## config.mk

```make
export PLATFORM = sky130hd
export DESIGN_NAME = seq_detect_param
export DESIGN_NICKNAME = d
export VERILOG_FILES = /design/src/rtl/seq_detect_param.sv
export SDC_FILE = /design/constraint.sdc
export NUM_CORES = 1
export LEC_CHECK = 0
export ABC_AREA = 1
export CAP_MARGIN = 20
export CORE_ASPECT_RATIO = 1.5
export CORE_MARGIN = 3
export CORE_UTILIZATION = 32
export DETAILED_ROUTE_END_ITERATION = 6
export MAX_ROUTING_LAYER = met4
export PLACE_DENSITY_LB_ADDON = 0.1
export RECOVER_POWER = 25
export SLEW_MARGIN = 30
export SYNTH_ARGS = -nofsm -noshare
export SYNTH_HDL_FRONTEND = slang
export SYNTH_SLANG_ARGS = --single-unit
```

## constraint.sdc

```tcl
create_clock -name Clk -period 3.3 [get_ports Clk]
set_input_delay 0.99 -clock Clk [delete_from_list [all_inputs] [get_ports Clk]]
set_output_delay 0.99 -clock Clk [all_outputs]
set_load 0.05 [all_outputs]
```

## src/rtl/seq_detect_param.sv

```systemverilog
// ---------------------------------------------------------------------------
// seq_detect_param
//   Parametrised serial pattern detector with a registered match pulse.
//   Watches a serial bit stream for an N-bit pattern (first bit received is
//   pattern[N-1]). The pattern can be reloaded at run time; overlapping or
//   restart-after-match behaviour is chosen by OVERLAP.
//
// Ports
//   Clk         in   rising-edge clock
//   rst_n       in   asynchronous active-low reset
//   en          in   sample In on this edge when high
//   In          in   serial data bit
//   load        in   load pattern_in as the active pattern (wins over en)
//   pattern_in  in   new pattern, same bit order as PATTERN
//   clr_cnt     in   synchronous clear of match_cnt (wins over a hit)
//   Out         out  one-cycle match pulse, high the cycle after the hit edge
//   progress    out  longest matched pattern prefix held in history, 0..N-1
//   match_cnt   out  saturating count of matches
// ---------------------------------------------------------------------------
module seq_detect_param #(
    parameter int          N       = 4,
    parameter logic [N-1:0] PATTERN = 4'b0101,
    parameter bit          OVERLAP = 1'b1,
    parameter int          CNT_W   = 8
) (
    input  logic                   Clk,
    input  logic                   rst_n,
    input  logic                   en,
    input  logic                   In,
    input  logic                   load,
    input  logic [N-1:0]           pattern_in,
    input  logic                   clr_cnt,
    output logic                   Out,
    output logic [$clog2(N)-1:0]   progress,
    output logic [CNT_W-1:0]       match_cnt
);

    localparam int             PW       = $clog2(N);
    localparam logic [PW-1:0]  FILL_MAX = PW'(N - 1);

    logic [N-1:0]  pat;
    logic [N-2:0]  hist;     // hist[0] is the newest bit
    logic [PW-1:0] fill;     // number of valid bits in hist

    logic [N-1:0]  cand;
    logic          sample;
    logic          hit;
    logic          pfx_ok;

    assign cand   = {hist, In};
    assign sample = en & ~load;
    assign hit    = sample && (fill == FILL_MAX) && (cand == pat);

    // Longest k with hist[k-1:0] == pat[N-1:N-k], limited to k <= fill.
    always_comb begin
        progress = '0;
        pfx_ok   = 1'b0;
        for (int unsigned k = 1; k < N; k++) begin
            pfx_ok = (k <= 32'(fill));
            for (int unsigned j = 0; j < k; j++) begin
                if (hist[j] != pat[N-k+j]) begin
                    pfx_ok = 1'b0;
                end
            end
            if (pfx_ok) begin
                progress = PW'(k);
            end
        end
    end

    always_ff @(posedge Clk or negedge rst_n) begin
        if (!rst_n) begin
            pat       <= PATTERN;
            hist      <= '0;
            fill      <= '0;
            Out       <= 1'b0;
            match_cnt <= '0;
        end else begin
            if (load) begin
                pat  <= pattern_in;
                hist <= '0;
                fill <= '0;
                Out  <= 1'b0;
            end else if (en) begin
                Out <= hit;
                if (hit && !OVERLAP) begin
                    hist <= '0;
                    fill <= '0;
                end else begin
                    hist <= cand[N-2:0];
                    if (fill != FILL_MAX) begin
                        fill <= fill + PW'(1);
                    end
                end
            end else begin
                Out <= 1'b0;
            end

            if (clr_cnt) begin
                match_cnt <= '0;
            end else if (hit && (match_cnt != '1)) begin
                match_cnt <= match_cnt + CNT_W'(1);
            end
        end
    end

endmodule

```

**Word-level counts from Yosys, hierarchy flattened**

Index checks and enable logic that the tools add are counted.

- Flip-flop bits (word level): 18
- Logic and storage cells: 47
- Input port bits: 10
- Output and inout port bits: 11

- Reduce and logical (&&, ||, !) cells: 7
- Equal/unequal tests: 10
- Bitwise logic cells: 2
- Order comparisons: 3
- Add/sub/neg operators: 2
- Muxes and demuxes: 18

Operators with widths:

| cell | count |
|---|---|
| 8-bit 2-to-1 mux | 2 |
| 2-bit 2-to-1 mux | 5 |
| 1-bit 2-to-1 mux | 9 |
| 8-bit by 1-bit adder with 8-bit output, second input constant | 1 |
| 8-bit != test, second input constant | 1 |
| 3-bit 2-to-1 mux | 2 |
| 1-bit != test | 6 |
| 2-bit nonzero test | 3 |
| 4-bit equality test | 1 |
| 2-bit <= comparator, first input constant | 2 |
| 1-bit logical AND | 3 |
| 2-bit by 1-bit adder with 2-bit output, second input constant | 1 |
| 2-bit equality test, second input constant | 1 |
| 1-bit by 2-bit <= comparator with 1-bit output, first input constant | 1 |
| 2-bit != test, second input constant | 1 |
| 2-bit AND reduction | 1 |
| 1-bit bitwise AND | 1 |
| 1-bit inverter | 1 |

**Logic depth before layout (Yosys ltp)**

- Depth in word-level cells: 7
- Mapped depth: 10
- Mapped depth without buffers: 9

**Least setup slack after synthesis**

Ideal clock, no wire load.

- Path type: register to output
- From: register pat[2]
- To: output port progress[0]
- Setup slack: 1022 ps
- Data required time: 2310 ps
- Cell stages (with the launch flop): 5
- Path buffers: 0
- Data arrival time: 1288 ps
- Path through: dfstp_2 > xor2_1 > nor2_1 > nand3_1 > nand2_1

- Word-level cells in the longest chain between the ends: 5
- Elaborated cells on any way between the ends: 8
- Classes of those cells: eq/ne (2); mux (6)

Ends and longest elaborated chain:

| element | RTL line | text |
|---|---|---|
| from (decl) | 41 | `logic [N-1:0] pat;` |
| from (signal assigned) | 80 | `pat <= pattern_in;` |
| 1-bit != test | 61 | `if (hist[j] != pat[N-k+j]) begin` |
| 1-bit 2-to-1 mux (2 in series) | 61 |  |
| 2-bit 2-to-1 mux | 65 | `if (pfx_ok) begin` |
| 2-bit 2-to-1 mux (*) | 65 |  |
| to (decl) | 34 | `output logic [$clog2(N)-1:0] progress,` |

Mark *: on every way between the ends. The rest lies on a longest branch, timed or not.

**Worst setup path in the final report**

- From: register pat[2]
- To: output port progress[1]

Same word-level chain as after synthesis.

==> results.rst <==
.. list-table::
   :header-rows: 1

   * - Metric
     - Value
   * - Run status
     - complete, no violations
   * - Worst-path cell with the longest stage delay
     - dfstp_2
   * - Fraction of registers with async set or reset after synthesis
     - 100%
   * - Largest voltage drop on the vdd net
     - 0.257 mV
   * - Fraction of synthesized area in multiplexers
     - 0%
   * - Total number of vias
     - 999
   * - Pin count of the biggest net entering global routing
     - 19
   * - Clock transition at the registers of the reported paths
     - 0.06 ns
   * - Number of antenna violations at the first check in global routing
     - 0
   * - Register Area
     - 453 µm²
   * - Average wire per standard cell
     - 11.6 µm
   * - Number of enable flip-flop cells after synthesis
     - 0
   * - CTS max path bufs
     - 2
   * - Port-buffer cells
     - 20
   * - Core Region
     - 0.00328 mm²
   * - GRT Total Usage
     - 13.7%
   * - TritonCTS clock tree
     - done
   * - Synthesized flop and latch total
     - 18
   * - Xor/xnor share of the synthesized area
     - 3.84%
   * - Slew at the pin with the worst max-slew slack
     - 0.837 ns
   * - Pwr Density
     - 345 mW/mm²
   * - Root Driver
     - clkbuf_8
   * - Final hold violation count
     - 0
   * - Max-cap violations
     - 0
   * - Number of global-route vias before repair
     - 1,029
   * - Endpoint required time on the critical path
     - 2.31 ns
   * - Remaining number of nets flagged by the antenna check after routing
     - 0
   * - Length of the first detailed-routing pass in iterations
     - 4
   * - Static power due to leakage
     - 0.701 nW
   * - Gate count of the mapped netlist
     - 146
   * - Worst min path class
     - register to register
   * - Commonest cells in the synthesized netlist
     - nand2_1 (41), inv_1 (19), nand3_1 (18)
   * - Routed via count divided by cell count
     - 4.83
   * - RSZ-0062 raised after global routing
     - no
   * - Simple-gate share of the synthesized area
     - 35.5%
   * - Cell chain of the critical path
     - xor2_1, nor2_1, nand3_1, nand2_1, dlymetal6s2s_1
   * - Distinct cell type count of the synthesized netlist
     - 23
   * - Post-synthesis share of cell area spent on full adders, half adders and majority gates
     - 4.39%
   * - Kind of critical path
     - register to output pin
   * - Number of DRC violations after detailed routing
     - 0
   * - Endpoint arrival time on the critical path
     - 1.78 ns
   * - Gpl congestion
     - 0.792
   * - Startpoint kind of the worst setup timing path
     - register
   * - Final setup violation count
     - 0
   * - Largest area contributor in the netlist
     - dfrtp_1
   * - Number of gates given a new drive strength after cts
     - 0
   * - DP HPWL
     - 1.91 mm
   * - Net count of the mapped netlist
     - 160
   * - Filler cells
     - 357
   * - Number of diodes added for antenna fixing
     - 0
   * - Max stage delay on crit path
     - 0.58 ns
   * - Highest achievable clock rate
     - 361 MHz
   * - Synthesized-area fraction occupied by ao, oa, aoi and oai cells
     - 7.79%
   * - Cell family with most CP delay
     - flip-flops
   * - Number of buffers inserted for hold repair after clock tree synthesis
     - 0
   * - Clock tree skew after final layout
     - 0.00198 ns
   * - I/O pin count
     - 21
   * - Post-route total power
     - 489 µW
   * - Layout area overhead
     - 24.2%
   * - Max-slew violation count
     - 0
   * - Share of final-layout standard cells stronger than drive strength 1
     - 8.98%
   * - Portion of the post-synthesis area used by sequential elements
     - 39.7%
   * - H-tree levels
     - 1
   * - Post-synthesis cell area
     - 0.00114 mm²
   * - Insertion delay of the later-clocked pin in the worst-skew pair
     - 0.25 ns
   * - Worst Path Max Fanout
     - 5
   * - Ranking of synthesized cells by area
     - dfrtp_1 (35%), nand2_1 (13%), nand3_1 (7.9%)
   * - Total die area
     - 0.00433 mm²
   * - Row Count
     - 25
   * - Number of buffers added by the clock tree synthesis step
     - 3
   * - Post-Route WL
     - 2.40 mm
   * - Post-synth top area share
     - 35.1%
   * - Clock tree sinks
     - 18
   * - Max-Slew Margin vs Limit
     - 44.0%
   * - Endpoint type of the worst setup path
     - output pin
   * - Area taken by multi-input logic gates
     - 588 µm²
   * - Main flop type after synthesis
     - dfrtp_1
   * - Effective utilization at floorplan
     - 34.7%
   * - Die Height
     - 79.1 µm
   * - Global-route wire length before repair
     - 4.32 mm
   * - Sum of negative setup slack
     - 0 ns
   * - Post-CTS Repair Setup Buffers
     - 0
   * - WP buf/inv
     - 1
   * - Final critical-path share of the clock period
     - 84.0%
   * - Time the worst path needs with I/O delays and setup
     - 2.77 ns
   * - Main combinational cell family by area after synthesis
     - simple AND/OR/NAND/NOR gates
   * - Horizontal die dimension
     - 54.8 µm
   * - Most frequent cell after synthesis
     - nand2_1
   * - Avg Inst Size Synth
     - 7.82 µm²
   * - First-iteration detailed-routing DRC count
     - 21
   * - Residual overflow from global routing
     - 0
   * - Total number of yosys warnings
     - 0
   * - Final-stage net count
     - 183
[where the power goes]
part,switching (mW),internal [mW],total [mW],leakage [nW]
combinational,0.0635,0.0368,0.100,0.442
sequential,0.00970,0.232,0.242,0.238
clock,0.0658,0.0809,0.147,0.0216
[routing by layer]
metal	vias to the layer above	global-route usage, %	wire [µm]
met4	0	5.24	33
met1	469	14.1	945
li1	513	-	-
met5	-	-	0
met2	13	24.8	1350
met3	4	1.69	70
[worst reg2reg max path: cells and delay by family, from the launching register on]
kind,cells,cell delay (ns)
fa+ha+maj,1,0.20
buf+inv,1,0.05
flops,1,0.40
simple gates,6,0.68
[kinds of logic (layout without fill, tap and decap cells)]
group | count (synthesis) | after routing
DFF | 18 | 18
buffers and inverters | 23 | 44
AOI/OAI and AO/OA | 16 | 16
adders and majority gates | 4 | 4
xor gates and xnor gates | 5 | 5
and+or+nand+nor | 80 | 80
[registers in the layout, indices dropped and copies added, names as in the netlist]
register,cells
match_cnt,8
pat,4
hist,3
fill,2
Out,1
[final timing paths]
kind | startpoint | to | slack [ns] | cells after the start
max | pat[2] | progress[1] | 0.53 | 5
min | pat[0] | pat[0] | 0.51 | 2
max reg2reg | match_cnt[1] | match_cnt[6] | 1.85 | 8
min reg2reg | pat[0] | pat[0] | 0.51 | 2
max in group asynchronous | rst_n | hist[2] | 1.49 | 1
min in group asynchronous | rst_n | fill[1] | 1.29 | 1
[placed cells by master, fill, tap and decap left out]
cell type        count
nand2_1             41
inv_1               19
nand3_1             18
dfrtp_1             16
clkdlybuf4s50_1     16
o21ai_0             10
nor2_1               7
nand4_1              6
nor2_4               4
ha_1                 4
a21oi_1              3
xor2_1               3
clkbuf_8             3
xnor2_1              2
nand3_4              2
dlygate4sd3_1        2
dlymetal6s2s_1       2
dfstp_2              2
o2111ai_1            1
clkinvlp_2           1
nand2_4              1
nand2_2              1
inv_2                1
o21bai_1             1
o31ai_1              1
[area by class of cell]
cell class,instances,share of cell area (%)
Multi-Input combinational cell,105,41.5
Sequential cell,18,32.0
Timing Repair Buffer,20,14.5
Inverter,21,5.65
Tap cell,40,3.53
Clock buffer,3,2.91
[per-stage QoR]
step / instances / hold WS, ns / setup slack [ns] / utilization [%] / area [µm²]
after floorplan: 146 / 0.469 / 1.02 / - / 1140
after global placement: 204 / 0.479 / 0.470 / 41.9 / 1380
after detailed placement: 204 / 0.495 / 0.396 / 41.9 / 1380
after CTS: 207 / 0.506 / 0.115 / 43.1 / 1420
after global routing: 207 / 0.534 / 0.382 / 43.2 / 1420
final: 207 / 0.505 / 0.529 / 43.2 / 1420
Power figures use the tool's default switching activity.
